`src/rtl/tff_ctrl_pkg.sv`:
```
// -----------------------------------------------------------------------------
// tff_ctrl_pkg
// Shared types for the T flip-flop counter controller.
//   state_t : controller FSM encoding
//   DIR_UP / DIR_DN : values of the captured count direction
// -----------------------------------------------------------------------------
package tff_ctrl_pkg;

    typedef enum logic [1:0] {
        IDLE = 2'd0,
        LOAD = 2'd1,
        RUN  = 2'd2,
        DONE = 2'd3
    } state_t;

    localparam logic DIR_UP = 1'b1;
    localparam logic DIR_DN = 1'b0;

endpackage

```
`src/rtl/tff_bank.sv`:
```
// -----------------------------------------------------------------------------
// tff_bank
// WIDTH independent T flip-flops. Each bit inverts on a rising clock edge when
// its toggle input is high and holds otherwise.
//   clk   : rising-edge clock
//   reset : asynchronous active-high clear to 0
//   t_vec : per-bit toggle enables
//   q     : flop outputs
// -----------------------------------------------------------------------------
module tff_bank #(
    parameter int WIDTH = 4
) (
    input  logic             clk,
    input  logic             reset,
    input  logic [WIDTH-1:0] t_vec,
    output logic [WIDTH-1:0] q
);

    // NOTE: sequential state uses non-blocking assignments so every flop
    // samples pre-edge values regardless of process ordering.
    always_ff @(posedge clk or posedge reset) begin
        if (reset) begin
            q <= '0;
        end else begin
            q <= q ^ t_vec;
        end
    end

endmodule

```
`src/rtl/tff_count_ctrl.sv`:
```
// -----------------------------------------------------------------------------
// tff_count_ctrl
// Sequences a tff_bank as a bounded up/down counter with a start/done
// handshake. The bank is only ever changed through its toggle vector, the
// initial load included.
//   clk    : rising-edge clock
//   reset  : asynchronous active-high clear
//   start  : begin a run (accepted in IDLE or DONE)
//   abort  : return to IDLE holding q, no done pulse
//   pause  : freeze the count while in RUN
//   up_dn  : 1 = count 0->limit, 0 = count limit->0 (captured at start)
//   limit  : terminal / initial value (captured at start)
//   q      : current bank value
//   t_vec  : toggle vector driven into the bank this cycle
//   busy   : high in LOAD and RUN
//   done   : one-cycle completion pulse (DONE state)
// -----------------------------------------------------------------------------
module tff_count_ctrl
    import tff_ctrl_pkg::*;
#(
    parameter int WIDTH = 4
) (
    input  logic             clk,
    input  logic             reset,
    input  logic             start,
    input  logic             abort,
    input  logic             pause,
    input  logic             up_dn,
    input  logic [WIDTH-1:0] limit,
    output logic [WIDTH-1:0] q,
    output logic [WIDTH-1:0] t_vec,
    output logic             busy,
    output logic             done
);

    state_t           state_q, state_d;
    logic [WIDTH-1:0] lim_r, lim_d;
    logic             dir_r, dir_d;
    logic [WIDTH-1:0] init_val, term_val;
    logic [WIDTH-1:0] step;

    tff_bank #(.WIDTH(WIDTH)) u_bank (
        .clk   (clk),
        .reset (reset),
        .t_vec (t_vec),
        .q     (q)
    );

    assign init_val = (dir_r == DIR_DN) ? lim_r : '0;
    assign term_val = (dir_r == DIR_UP) ? lim_r : '0;

    // Ripple-carry style toggle vector: bit i toggles when every lower bit is
    // 1 (counting up) or 0 (counting down), giving a +/-1 step per edge.
    always_comb begin : step_gen
        logic carry_up;
        logic carry_dn;
        carry_up = 1'b1;
        carry_dn = 1'b1;
        step     = '0;
        for (int i = 0; i < WIDTH; i++) begin
            step[i]  = (dir_r == DIR_UP) ? carry_up : carry_dn;
            carry_up = carry_up & q[i];
            carry_dn = carry_dn & ~q[i];
        end
    end

    // NOTE: every signal written here gets a default first, so no path
    // through the case leaves one unassigned and no latch is inferred.
    always_comb begin
        state_d = state_q;
        lim_d   = lim_r;
        dir_d   = dir_r;
        t_vec   = '0;
        if (abort) begin
            state_d = IDLE;
        end else begin
            unique case (state_q)
                IDLE, DONE: begin
                    if (start) begin
                        lim_d   = limit;
                        dir_d   = up_dn;
                        state_d = LOAD;
                    end else begin
                        state_d = IDLE;
                    end
                end
                LOAD: begin
                    t_vec   = q ^ init_val;
                    state_d = (init_val == term_val) ? DONE : RUN;
                end
                RUN: begin
                    if (!pause) begin
                        t_vec   = step;
                        state_d = ((q ^ step) == term_val) ? DONE : RUN;
                    end
                end
                default: state_d = IDLE;
            endcase
        end
    end

    always_ff @(posedge clk or posedge reset) begin
        if (reset) begin
            state_q <= IDLE;
            lim_r   <= '0;
            dir_r   <= 1'b0;
        end else begin
            state_q <= state_d;
            lim_r   <= lim_d;
            dir_r   <= dir_d;
        end
    end

    assign busy = (state_q == LOAD) || (state_q == RUN);
    assign done = (state_q == DONE);

endmodule

```
`config.mk`:
```
export PLATFORM = sky130hd
export DESIGN_NAME = tff_count_ctrl
export DESIGN_NICKNAME = d
export VERILOG_FILES = /design/src/rtl/tff_ctrl_pkg.sv /design/src/rtl/tff_bank.sv /design/src/rtl/tff_count_ctrl.sv
export SDC_FILE = /design/constraint.sdc
export NUM_CORES = 1
export LEC_CHECK = 0
export CAP_MARGIN = 20
export CORE_AREA = 2 2 49 51
export CTS_BUF_LIST = sky130_fd_sc_hd__clkbuf_16
export CTS_CLUSTER_DIAMETER = 80
export DETAILED_ROUTE_END_ITERATION = 10
export DIE_AREA = 0 0 51 53
export HOLD_SLACK_MARGIN = 0.12
export PLACE_DENSITY = 0.69
export SETUP_SLACK_MARGIN = 0.3
export SYNTH_ARGS = -nofsm -noshare
export SYNTH_HDL_FRONTEND = slang
export SYNTH_SLANG_ARGS = --single-unit
```
`constraint.sdc`:
```
create_clock -name clk -period 2.8 [get_ports clk]
set_input_delay 0.84 -clock clk [delete_from_list [all_inputs] [get_ports clk]]
set_output_delay 0.84 -clock clk [all_outputs]
set_load 0.01 [all_outputs]
```
## After elaboration in Yosys (flattened, before gate mapping)

Index checks and enable logic that the tools add are counted.

| operators by class | value |
|---|---|
| equality and inequality tests | 6 |
| reductions and logical operators | 4 |
| multiplexer cells | 14 |
| bitwise gates (word level) | 11 |

Operators by type and width:

| operator | number |
|---|---|
| $mux W4 | 4 |
| $xor A4 B4 Y4 | 3 |
| $eq A4 B4 Y1 | 2 |
| $pmux W4 S2 | 1 |
| $mux W1 | 6 |
| $pmux W2 S3 | 1 |
| $and A1 B1 Y1 | 4 |
| $eq A2 B2 Y1 const B | 2 |
| $mux W2 | 2 |
| $not A1 Y1 | 4 |
| $ne A3 B3 Y1 const B | 1 |
| $reduce_and A3 Y1 | 1 |
| $eq A2 B1 Y1 const B | 1 |
| $logic_not A2 Y1 | 1 |
| $reduce_or A2 Y1 | 1 |
| $logic_or A1 B1 Y1 | 1 |

| word-level totals | value |
|---|---|
| word-level logic and storage cells | 39 |
| register bits | 11 |

## Logic depth before layout (Yosys ltp)

Gate-level depths: netlist of run 1.

| depth | value |
|---|---|
| depth in word-level cells | 10 |
| depth in mapped cells | 8 |
| depth with buffers taken out | 7 |

## Hierarchy

A second synthesis of run 1 with hierarchy kept.

| second synthesis, totals | value |
|---|---|
| cell total of the unflattened synthesis | 99 |
| area, all modules | 859.6 um2 |

By module, submodules not included:

| module | cells an instance | area each (um2) | times used | seq. area each (um2) |
|---|---|---|---|---|
| tff_count_ctrl | 90 | 720.7 | 1 | 175.2 |
| tff_bank | 9 | 138.9 | 1 | 100.1 |

## Worst setup path after synthesis of run 1

Ideal clock, no wire load.

| path | value |
|---|---|
| path kind | input to output |
| from | input port pause |
| to | output port t_vec[2] |
| data arrival time | 1.371 ns |
| stages on the path | 3 |
| setup slack | 0.589 ns |
| path buffers | 0 |
| required time | 1.960 ns |
| cells stage by stage | nor2_2 > o211ai_1 > a21boi_1 |

| on the way | value |
|---|---|
| cells in the longest elaborated chain, start to end | 3 |

RTL lines:

| item | line | text |
|---|---|---|
| start, declared | tff_count_ctrl.sv:27 | `input logic pause,` |
| $mux W4 | tff_count_ctrl.sv:92 | `if (!pause) begin` |
| $pmux W4 S2 | tff_count_ctrl.sv:77 | `unique case (state_q)` |
| $mux W4 | tff_count_ctrl.sv:74 | `if (abort) begin` |
| end, declared | tff_count_ctrl.sv:31 | `output logic [WIDTH-1:0] t_vec,` |

No other way between the ends.

## Final worst setup path of run 1

| path | value |
|---|---|
| from | register dir_r |
| to | output port t_vec[3] |

| on the way | value |
|---|---|
| cells in the longest elaborated chain, start to end | 4 |
| elaborated cells between the ends (all ways) | 6 |
| classes of those cells | 5 x mux; 1 x bitwise |

RTL lines:

| item | line | text |
|---|---|---|
| start, declared | tff_count_ctrl.sv:38 | `logic dir_r, dir_d;` |
| start signal, assigned | tff_count_ctrl.sv:110 | `dir_r <= dir_d;` |
| $mux W1 or $mux W4 (tied branches) | tff_count_ctrl.sv:61, tff_count_ctrl.sv:49 |  |
| $mux W4 or $xor A4 B4 Y4 (tied branches) | tff_count_ctrl.sv:92, tff_count_ctrl.sv:88 |  |
| $pmux W4 S2 (*) | tff_count_ctrl.sv:77 |  |
| $mux W4 (*) | tff_count_ctrl.sv:74 |  |

Every way passes the cells marked *; elsewhere a longest branch is shown, timed or not.

==> run metrics, run 1 <==
wire per inst 14.3 um; via count 893; Die Y 53 um; Crit Path Max Fanout 3; Yosys top cell by area dfrtp_1; core area 2150 um2; Met2 Routed Length 1180 um; grt total ovfl 0; Setup TNS 0 ps; Post-layout nets 152; WHS 594 ps; first-pass GRT wire length 3800 um; Largest delay share family, worst path simple AND/OR/NAND/NOR gates; Core Util, Final 61.6%; crit end category output port; Synth Warn # 0; Final setup viols 0; Longest Clk Path Bufs 2; antenna violations before repair 0; Inserted Diodes 0; initial core utilization 42.9%; M1 WL 1020 um; final worst-path cycle share 88.7%; Post-Route WL 2370 um; highest clock rate 0.403 GHz; relative slew slack 71.6%; met3 WL post-DR 105 um; crit start category register; DIE AREA 2700 um2; First DRT Iteration DRCs 15; PortBufs 19; Worst VDD drop 702 uV; Total Power 0.00155 W; Yosys reg bits 11; slowest stage delay, CP 570 ps; Setup Crit Path Kind reg -> out; worst skew pair latency 240 ps; share of Yosys cell area claimed by the top area cell type 29.9%; Synth Instances 105; CTS buffer count 3; Fin. Hold Viols 0; Final Slew Violations 0; CTS tree yes; Pleak 0.591 nW; DRT Pass-1 Iters 4; CP cell instances or4_4 -> nand2_4 -> a22oi_2 -> nor3_4 -> buf_2; PwrDens 1170 nW/um2; Mapped Area 922 um2; net count after synthesis 118; syn_area_per_cell 8.78 um2; share of cells above drive strength 1 31.9%; Final WS setup 317 ps; hold crit path type reg -> reg; Area growth syn-to-layout 43.6%; H-tree depth 1; num rows 17; pin count of the biggest net entering global routing 21; Clock Root Buffer clkbuf_16; # IOs 20; DR DRC count 0; Worst Tran Pin Value 426 ps; total global-route track usage 19.3%; RSZ-0062 raised after global routing yes; Buf/Inv on CP 1; Final ANT Viol Nets 0; Die Wd 51 um; Critical Path RT 1960 ps; Synth area leaders dfrtp_1, mux2_2, xnor2_1, nand2_1, ha_1; status complete, no violations; Max stage delay cell, worst path or4_4; vias in the first global route 841; Max Cap Viol 0; Via density 5.38; CTS Sinks 11; Clock Skews 1.73 ps; sequential share of the synthesized area 29.9%; Max Used Layer met4; Final Wtd Congestion 0.777; DP HPWL 1590 um; min Tclk post-route 2480 ps; Distinct cells, synth 42; arrival time worst endpoint 1640 ps; Reg clk slew, reported paths 40 ps; worst slack at placement -400 ps; # fillers 183
==> registers in the layout, summed over array words and instances, names as in the netlist <==
name and flops:
lim_r 4, u_bank.q 4, state_q 2, dir_r 1
==> layout by cell type, fill, tap and decap left out, types with 2 or more instances in the layout <==
cell type	synthesis	final
mux2_2	5	5
dfrtp_1	11	11
o21ai_0	3	3
a22oi_2	1	2
dlygate4sd2_1	0	2
xnor2_1	6	5
a211oi_1	2	2
buf_2	4	4
o211ai_1	3	3
nand2b_1	4	4
buf_4	1	16
mux2i_1	2	2
ha_1	3	3
inv_1	5	5
nor3_4	1	2
nand2_1	12	12
a21oi_1	3	3
nor2_1	9	8
clkdlybuf4s50_1	0	12
xor2_1	3	3
clkbuf_16	0	3
nor2b_1	3	3
==> what timing repair did <==
| action | in CTS | in global routing |
|---|---|---|
| cloned | 0 | 0 |
| gates resized for setup | 26 | 3 |
| endpoints found under the setup margin | 5 | 4 |
| hold buffers | 0 | 0 |
| buffers inserted | 5 | 1 |
| pin swaps | 4 | 6 |
==> report_power, final <==
group / internal [W] / total [W] / leakage [nW] / switching [W]
clock: 0.000189 / 0.000265 / 0.0409 / 0.0000754
combinational: 0.000454 / 0.000964 / 0.416 / 0.000511
sequential: 0.000239 / 0.000326 / 0.134 / 0.0000870
total: 0.000882 / 0.00155 / 0.591 / 0.000673
==> layout make-up <==
| class | count | area (um2) | area share, % |
|---|---|---|---|
| Clock buffer | 3 | 75.1 | 5.67 |
| Inverter | 6 | 22.5 | 1.70 |
| Clock inverter | 1 | 5.00 | 0.378 |
| Multi-Input combinational cell | 81 | 617 | 46.6 |
| Tap cell | 28 | 35.0 | 2.65 |
| Sequential cell | 11 | 275 | 20.8 |
| Timing Repair Buffer | 36 | 294 | 22.2 |
==> logic make-up after synthesis <==
family,share of synthesized area (%)
fa+ha+maj,4.07
buf+inv,7.06
flops,29.9
compound gates,16.0
xor+xnor,8.55
simple gates,26.2
mux,8.28
==> per-layer routing <==
| layer | GRT usage (%) | up-vias |
|---|---|---|
| li1 | - | 433 |
| met1 | 25.0 | 424 |
| met2 | 30.7 | 28 |
| met3 | 1.98 | 8 |
| met4 | 12.2 | 0 |
| met5 | 0 | - |
==> stage by stage <==
stage,std cells,instance area (um2)
CTS,165,1310
detailed placement,156,1190
finish,166,1320
global route,166,1320
global placement,156,1190
floorplan,105,922
==> worst register-to-register path: stages (launching register included) <==
cell	delay, ps
dfrtp_1	370
inv_1	50
ha_1	210
inv_1	170
nor2_4	70
o211ai_1	110
a21boi_2	100
buf_4	140
buf_4	120
buf_4	120
buf_4	120
buf_4	120
buf_4	130
xnor2_1	110
==> synth_stat cells <==
master and instances:
a21oi_1 3, nor3_2 2, nor2_2 1, mux2_2 5, nand2b_1 4, nor4b_1 1, dfrtp_1 11, a41o_1 1
nor4bb_1 1, a31oi_1 1, a22oi_1 1, nand3b_1 1, nand4b_1 1, nand4_1 1, inv_1 5, nand2_1 12
buf_4 1, nor2b_1 3, nand3_1 1, xnor2_1 6, clkbuf_1 1, a211oi_1 2, or4_4 1, nor3_4 1
and2_1 1, o32ai_2 1, xor2_1 3, buf_6 1, mux2i_1 2, nor2_1 9, buf_2 4, o211ai_1 3
o21ai_1 1, ha_1 3, o22ai_1 1, inv_2 1, or3_1 1, a221oi_1 1, o21ai_0 3, a22oi_2 1
nand2_2 1, a21boi_1 1
==> worst paths after layout <==
kind                             from           to  slack [ps]  depth (start not counted)
min in group asynchronous       reset  u_bank.q[0]         900                          2
hold reg to reg              lim_r[0]     lim_r[0]         590                          1
hold / removal               lim_r[0]     lim_r[0]         590                          1
setup / recovery                dir_r     t_vec[3]         320                          5
max in group asynchronous       reset     lim_r[2]        1610                          2
setup reg to reg           state_q[0]  u_bank.q[2]         760                         13
(Power assumes the default switching activity.)
==> run 2: changes to the inputs <==
==> constraint.sdc (replaced) <==
create_clock -name clk -period 2.5 [get_ports clk]
set_input_delay 0.75 -clock clk [delete_from_list [all_inputs] [get_ports clk]]
set_output_delay 0.75 -clock clk [all_outputs]
set_load 0.01 [all_outputs]
==> run 2 against run 1 <==
  * Clock power grew 13%
  * Clock skew grew 1.6 ps
  * First-iteration DRC count grew 6.7%
  * Sequential power grew 8.3%
  * Cell area grew 0.66%
  * Largest cell class unchanged
==> run metrics, run 2 (same netlist as run 1, synthesis figures left out) <==
status complete, no violations; crit start category register; num rows 17 (unchanged); DRT Pass-1 Iters 4 (unchanged); Inserted Diodes 0 (unchanged); largest registers lim_r (4), u_bank.q (4), state_q (2); Final Cell Area 1330 um2 (+0.66%); Hold Crit Endpoint u_bank.q[3]; Fin. Hold Viols 0 (unchanged); R2R setup slack 770 ps (about the same); Worst R2R End state_q[0]; First DRT Iteration DRCs 16 (+1); total placed instance area 1230 um2 (+3.8%); Post-Route WL 2370 um (-0.21%); WHS 601 ps (+6.13 ps); hold_buf cts 0 (unchanged); first-pass GRT wire length 4160 um (+9.4%); Worst Tran Pin Value 455 ps (+29.1 ps); wire per inst 14.1 um (-1.4%); r2r startpoint dir_r; DR DRC count 0 (unchanged); PwrDens 1340 nW/um2 (+14%); Clock Root Buffer clkbuf_16; DIE AREA 2700 um2 (unchanged); antenna violations before repair 0 (unchanged); vias in the first global route 945 (+12%); Post-layout nets 154 (+1.3%); core area 2150 um2 (unchanged); Final Slew Violations 0 (unchanged); pin count of the biggest net entering global routing 21 (unchanged); highest-count cells in the layout ignoring fill and taps buf_4, nand2_1, dfrtp_1, clkdlybuf4s50_1, nor2_1; Longest Clk Path Bufs 2 (unchanged); PortBufs 19 (unchanged); Clock Skews 3.34 ps (+1.61 ps); most common cell after layout, fill and taps aside buf_4; worst skew pair latency 240 ps (about the same); highest clock rate 0.421 GHz; Critical Path RT 1750 ps (-210 ps); Crit Path Max Fanout 2 (-1); Reg clk slew, reported paths 40 ps (about the same); initial core utilization 42.9% (unchanged); RSZ-0062 raised after global routing yes; relative slew slack 69.6% (-1.9 points); # IOs 20 (unchanged); CTS tree yes; DP HPWL 1710 um (+7.8%); worst-case reg-to-reg path depth 6 (-7); Worst VDD drop 853 uV (+22%); Final Wtd Congestion 0.786 (+1.1%); CTS buffer count 3 (unchanged); Max Cap Viol 0 (unchanged); share of cells above drive strength 1 34.3% (+2.4 points); Via density 5.49 (+2.1%); crit end category output port; Die Y 53 um (unchanged); CTS Sinks 11 (unchanged); via count 923 (+3.4%); arrival time worst endpoint 1630 ps (about the same); Hold Crit Depth 2 (+1); Setup Crit Path Kind reg -> out; Final setup viols 0 (unchanged); Final ANT Viol Nets 0 (unchanged); total global-route track usage 21.1% (+1.8 points); Die Wd 51 um (unchanged); grt total ovfl 0 (unchanged); final worst-path cycle share 95.0%; min Tclk post-route 2380 ps; hold crit path type reg -> reg; Setup TNS 0 ps (unchanged); H-tree depth 1 (unchanged); Area growth syn-to-layout 44.5%; Pleak 0.601 nW (+1.8%); Hold Path Origin u_bank.q[3]
-- run 2: changes by cell type in the layout (fill, tap and decap cells not counted) --
cell,before,now
inv_1,5,4
a22oi_2,2,1
buf_4,16,18
clkdlybuf4s50_1,12,11
a21oi_2,0,1
a21oi_1,3,2
inv_2,1,2
clkbuf_2,1,2
a22oi_1,0,1
-- run 2: area by class of cell --
cell class | count | area [um2]
fillers | 185 | 816
inverters | 6 | 22.5
clock buffers | 3 | 75.1
clock inverters | 1 | 5.00
flip-flops and latches | 11 | 275
repair buffers | 38 | 304
multi-input cells | 81 | 616
well taps | 28 | 35.0
-- run 2: how the worst max path moves through the flow --
stage / start / to / slack (ps) / cells past startpoint
6_report: dir_r / t_vec[3] / 120 / 5
5_1_grt: dir_r / t_vec[3] / 40 / 5
4_1_cts: dir_r / t_vec[3] / 120 / 5
3_5_place_dp: pause / t_vec[2] / -530 / 5
3_3_place_gp: pause / t_vec[2] / -510 / 5
2_1_floorplan: state_q[0] / t_vec[2] / 410 / 5
-- run 2: critical path, stage by stage, from the launching register on --
cell and delay (ps):
dfrtp_1 370, or4_4 560, nand2_4 80, a22oi_2 90, nor3_4 120, buf_2 150
-- run 2: through the flow --
step                setup WS (ps)  cells  utilization [%]  power [W]
finish                        125    168             62.0    0.00178
global route                 36.6    168             62.0    0.00191
CTS                           118    167             62.0    0.00177
detailed placement           -530    162             57.4    0.00143
global placement             -515    162             57.4    0.00140
floorplan                     408    105                -    0.00105
-- run 2: power by group --
part	switching, W	internal (W)
sequential	0.0000857	0.000268
clock	0.0000866	0.000212
combinational	0.000586	0.000542
total	0.000758	0.00102
-- run 2: timing repair --
item | 4_1_cts | 5_1_grt
setup buffers | 1 | 1
setup endpoints to repair | 6 | 5
pin swaps | 4 | 2
resized for setup | 28 | 5
-- run 2: routing by layer --
layer	GRT usage (%)	share of wire (%)	vias up
met1	24.9	42	452
met5	0	0	-
li1	-	-	433
met3	2.26	3.4	9
met4	15.3	3.3	0
met2	35.7	51	29
==> run 3: changes to the inputs <==
--- a/config.mk
+++ b/config.mk
@@ -6,14 +6,17 @@
 export NUM_CORES = 1
 export LEC_CHECK = 0
 export CAP_MARGIN = 20
-export CORE_AREA = 2 2 49 51
+export CELL_PAD_IN_SITES_DETAIL_PLACEMENT = 1
+export CELL_PAD_IN_SITES_GLOBAL_PLACEMENT = 2
+export CORE_AREA = 2 2 75 48
 export CTS_BUF_LIST = sky130_fd_sc_hd__clkbuf_16
 export CTS_CLUSTER_DIAMETER = 80
 export DETAILED_ROUTE_END_ITERATION = 10
-export DIE_AREA = 0 0 51 53
+export DIE_AREA = 0 0 77 50
 export HOLD_SLACK_MARGIN = 0.12
-export PLACE_DENSITY = 0.69
+export PLACE_DENSITY = 0.75
 export SETUP_SLACK_MARGIN = 0.3
 export SYNTH_ARGS = -nofsm -noshare
 export SYNTH_HDL_FRONTEND = slang
+export SYNTH_HIERARCHICAL = 1
 export SYNTH_SLANG_ARGS = --single-unit
==> run 3 against run 2 <==
  * Clock power about the same
  * Area after synthesis decreased by 6.8%
  * Core utilization decreased by 16 points
  * Synthesized cell count decreased by 5.7%
  * Combinational power increased by 12%
  * Sequential share of layout area decreased by 1.8 points
  * Sequential power increased by 13%
  * Global-route usage decreased by 4.5 points
  * Routed wire length increased by 30%
  * Non-clock buffer count increased by 13
  * Fmax decreased by 3.7%
  * Highest routed layer unchanged
  * Worst hold slack got worse by 12 ps
==> run metrics, run 3 <==
CTS Sinks 11 (unchanged); slowest stage delay, CP 420 ps (-140 ps); Worst Tran Pin Value 324 ps (-131 ps); Post-Synth Simple-Gate Area 15.7% (-10 points); share of Yosys cell area claimed by the top area cell type 32.0% (+2.2 points); worst-case reg-to-reg path depth 10 (+4); Final Wtd Congestion 0.873 (+11%); Crit Path Max Fanout 5 (+3); hold_buf cts 0 (unchanged); first-pass GRT wire length 4860 um (+17%); Area growth syn-to-layout 71.0%; Synth Instances 99 (-5.7%); Distinct cells, synth 31 (-26%); Post-Route WL 3070 um (+30%); count leader, synth dfrtp_1; # IOs 20 (unchanged); CTS buffer count 3 (unchanged); dpl cells 180 (+11%); final worst-path cycle share 98.7% (+3.7 points); wire per inst 16.0 um (+14%); R2R setup slack 610 ps (-160 ps); Worst VDD drop 492 uV (-42%); status complete, no violations; Inserted Diodes 0 (unchanged); xor-xnor portion of the synthesized cell area 10.2% (+1.6 points); ys async rst share 100% (unchanged); DIE AREA 3850 um2 (+42%); Hold Crit Depth 1 (-1); Max Cap Viol 0 (unchanged); PortBufs 19 (unchanged); Mapped Area 860 um2 (-6.8%); initial core utilization 27.2% (-16 points); crit start category register; RSZ-0062 raised after global routing yes; sequential share of the synthesized area 32.0% (+2.2 points); Worst R2R End state_q[0]; largest registers lim_r (4), u_bank/q (4), state_q (2); r2r startpoint state_q[0]; combinational family with the most area after synthesis compound AO/OA/AOI/OAI gates; First DRT Iteration DRCs 36 (+20); Via density 4.89 (-11%); syn_area_per_cell 8.68 um2 (-1.1%); DP HPWL 2180 um (+27%); total placed instance area 1260 um2 (+2.4%); Post-synth EDFFs 0 (unchanged); Finished Layout Cells 192 (+14%); Synth Area in Adders 4.37% (+0.30 points); Clock Root Buffer clkbuf_16; Largest delay share family, worst path compound AO/OA/AOI/OAI gates; Yosys top cell by area dfrtp_1; total global-route track usage 16.6% (-4.5 points); Yosys reg bits 11 (unchanged); relative slew slack 78.4% (+8.8 points); net count after synthesis 112 (-5.1%); H-tree depth 1 (unchanged); DRT Pass-1 Iters 4 (unchanged); Max stage delay cell, worst path dfrtp_1; vias in the first global route 1000 (+5.8%); crit end category output port; Final Cell Area 1470 um2 (+10%); Die Wd 77 um (+51%); share of cells above drive strength 1 44.2% (+9.9 points); Buf/Inv on CP 2 (+1); worst skew pair latency 240 ps (about the same); Compound-Gate Fraction of Synth Area 20.2% (+4.2 points); highest-count cells in the layout ignoring fill and taps buf_4, clkdlybuf4s50_1, nand2_1; pin count of the biggest net entering global routing 12 (-43%); core area 3160 um2 (+47%); highest clock rate 0.405 GHz (-3.7%); via count 938 (+1.6%); Pleak 0.663 nW (+10%); Longest Clk Path Bufs 2 (unchanged); arrival time worst endpoint 1720 ps (+90 ps); grt total ovfl 0 (unchanged); ys flop type dfrtp_1; antenna violations before repair 0 (unchanged); Post-layout nets 161 (+4.5%); Reg clk slew, reported paths 40 ps (about the same); num rows 16 (-1); Die Y 50 um (-5.7%); CTS tree yes; Synth Warn # 6 (+6); Hold Path Origin u_bank/q[0]; Synth area leaders dfrtp_1, mux2_2, xnor2_1, xor2_1, ha_1; Setup Crit Path Kind reg -> out; DR DRC count 0 (unchanged); top post-synthesis cells by count dfrtp_1, nand2_1, inv_1; Final Slew Violations 0 (unchanged); most common cell after layout, fill and taps aside buf_4; min Tclk post-route 2470 ps (+91.3 ps); Clock Skews 1.27 ps (-2.07 ps); hold crit path type reg -> reg; Hold Crit Endpoint u_bank/q[0]; PwrDens 1330 nW/um2 (-0.14%); Critical Path RT 1750 ps (about the same); Final ANT Viol Nets 0 (unchanged); Final setup viols 0 (unchanged); WHS 589 ps (-11.9 ps); CP cell instances ha_4 -> nor2b_4 -> buf_6 -> a32oi_2 -> o22ai_1 -> a21oi_1 -> nor3_2 -> buf_2; Fin. Hold Viols 0 (unchanged); mux cell area share after synthesis 9.02% (+0.75 points)
run 3: cell types whose count changed after synthesis, sizes merged, moves of 2 or more:
cell | before | now
inv | 6 | 9
nor2 | 10 | 4
a21oi | 3 | 7
nand2b | 4 | 0
o211ai | 3 | 1
xor2 | 3 | 5
nand2 | 13 | 10
o31ai | 0 | 2
nor3 | 3 | 6
run 3: logic make-up after synthesis:
logic type,count (synthesis)
compound gates,24
xor+xnor,10
fa+ha+maj,3
buf+inv,16
flops,11
mux,7
simple gates,28
run 3: area by class of cell:
cell class                      instances  area (um2)
Fill cell                             373        1690
Multi-Input combinational cell         72         596
Timing Repair Buffer                   51         425
Sequential cell                        11         278
Clock buffer                            3        75.1
Tap cell                               45        56.3
Inverter                                9        36.3
Clock inverter                          1        3.75
run 3: layer usage:
metal | vias to the layer above | global-route usage [%] | share of wire [%]
met5 | - | 0 | 0
met4 | 0 | 6.55 | 1.2
met3 | 4 | 5.49 | 5.6
met2 | 24 | 28.1 | 48
met1 | 465 | 19.8 | 45
li1 | 445 | - | -
run 3: worst max-delay path by stage:
stage	cells past startpoint	start	end	slack [ps]
6_report	8	state_q[1]	t_vec[1]	30
5_1_grt	8	state_q[1]	t_vec[1]	-70
4_1_cts	9	state_q[0]	t_vec[1]	40
3_5_place_dp	8	pause	t_vec[1]	-660
3_3_place_gp	8	pause	t_vec[1]	-630
2_1_floorplan	8	state_q[0]	t_vec[1]	230
run 3: stage by stage:
step / util, % / TNS (ps) / total power [W] / setup slack, ps
2_1_floorplan: - / 0 / 0.000971 / 232
3_3_place_gp: 39.9 / -2200 / 0.00139 / -631
3_5_place_dp: 39.9 / -2320 / 0.00144 / -657
4_1_cts: 44.1 / 0 / 0.00185 / 40.0
5_1_grt: 46.5 / -66.2 / 0.00210 / -66.2
6_report: 46.5 / 0 / 0.00196 / 33.6
run 3: repair_timing:
action                                  CTS  global route
buffers inserted                          6             2
endpoints found under the setup margin    6             5
resized for setup                        33            15
pin swaps                                 7             8
run 3: worst reg2reg max path: cells and delay by family (launching register included):
family | cells | cell delay [ps]
buffers and inverters | 4 | 410
AOI/OAI and AO/OA | 3 | 580
and+or+nand+nor | 1 | 60
DFF | 1 | 370
muxes | 1 | 260
adders and majority gates | 1 | 130
run 3: power by group:
part / internal, W / leakage, nW / switching, W / total [W]
Sequential: 0.000268 / 0.132 / 0.000132 / 0.000399
Clock: 0.000211 / 0.0423 / 0.0000864 / 0.000297
Combinational: 0.000671 / 0.488 / 0.000593 / 0.00126
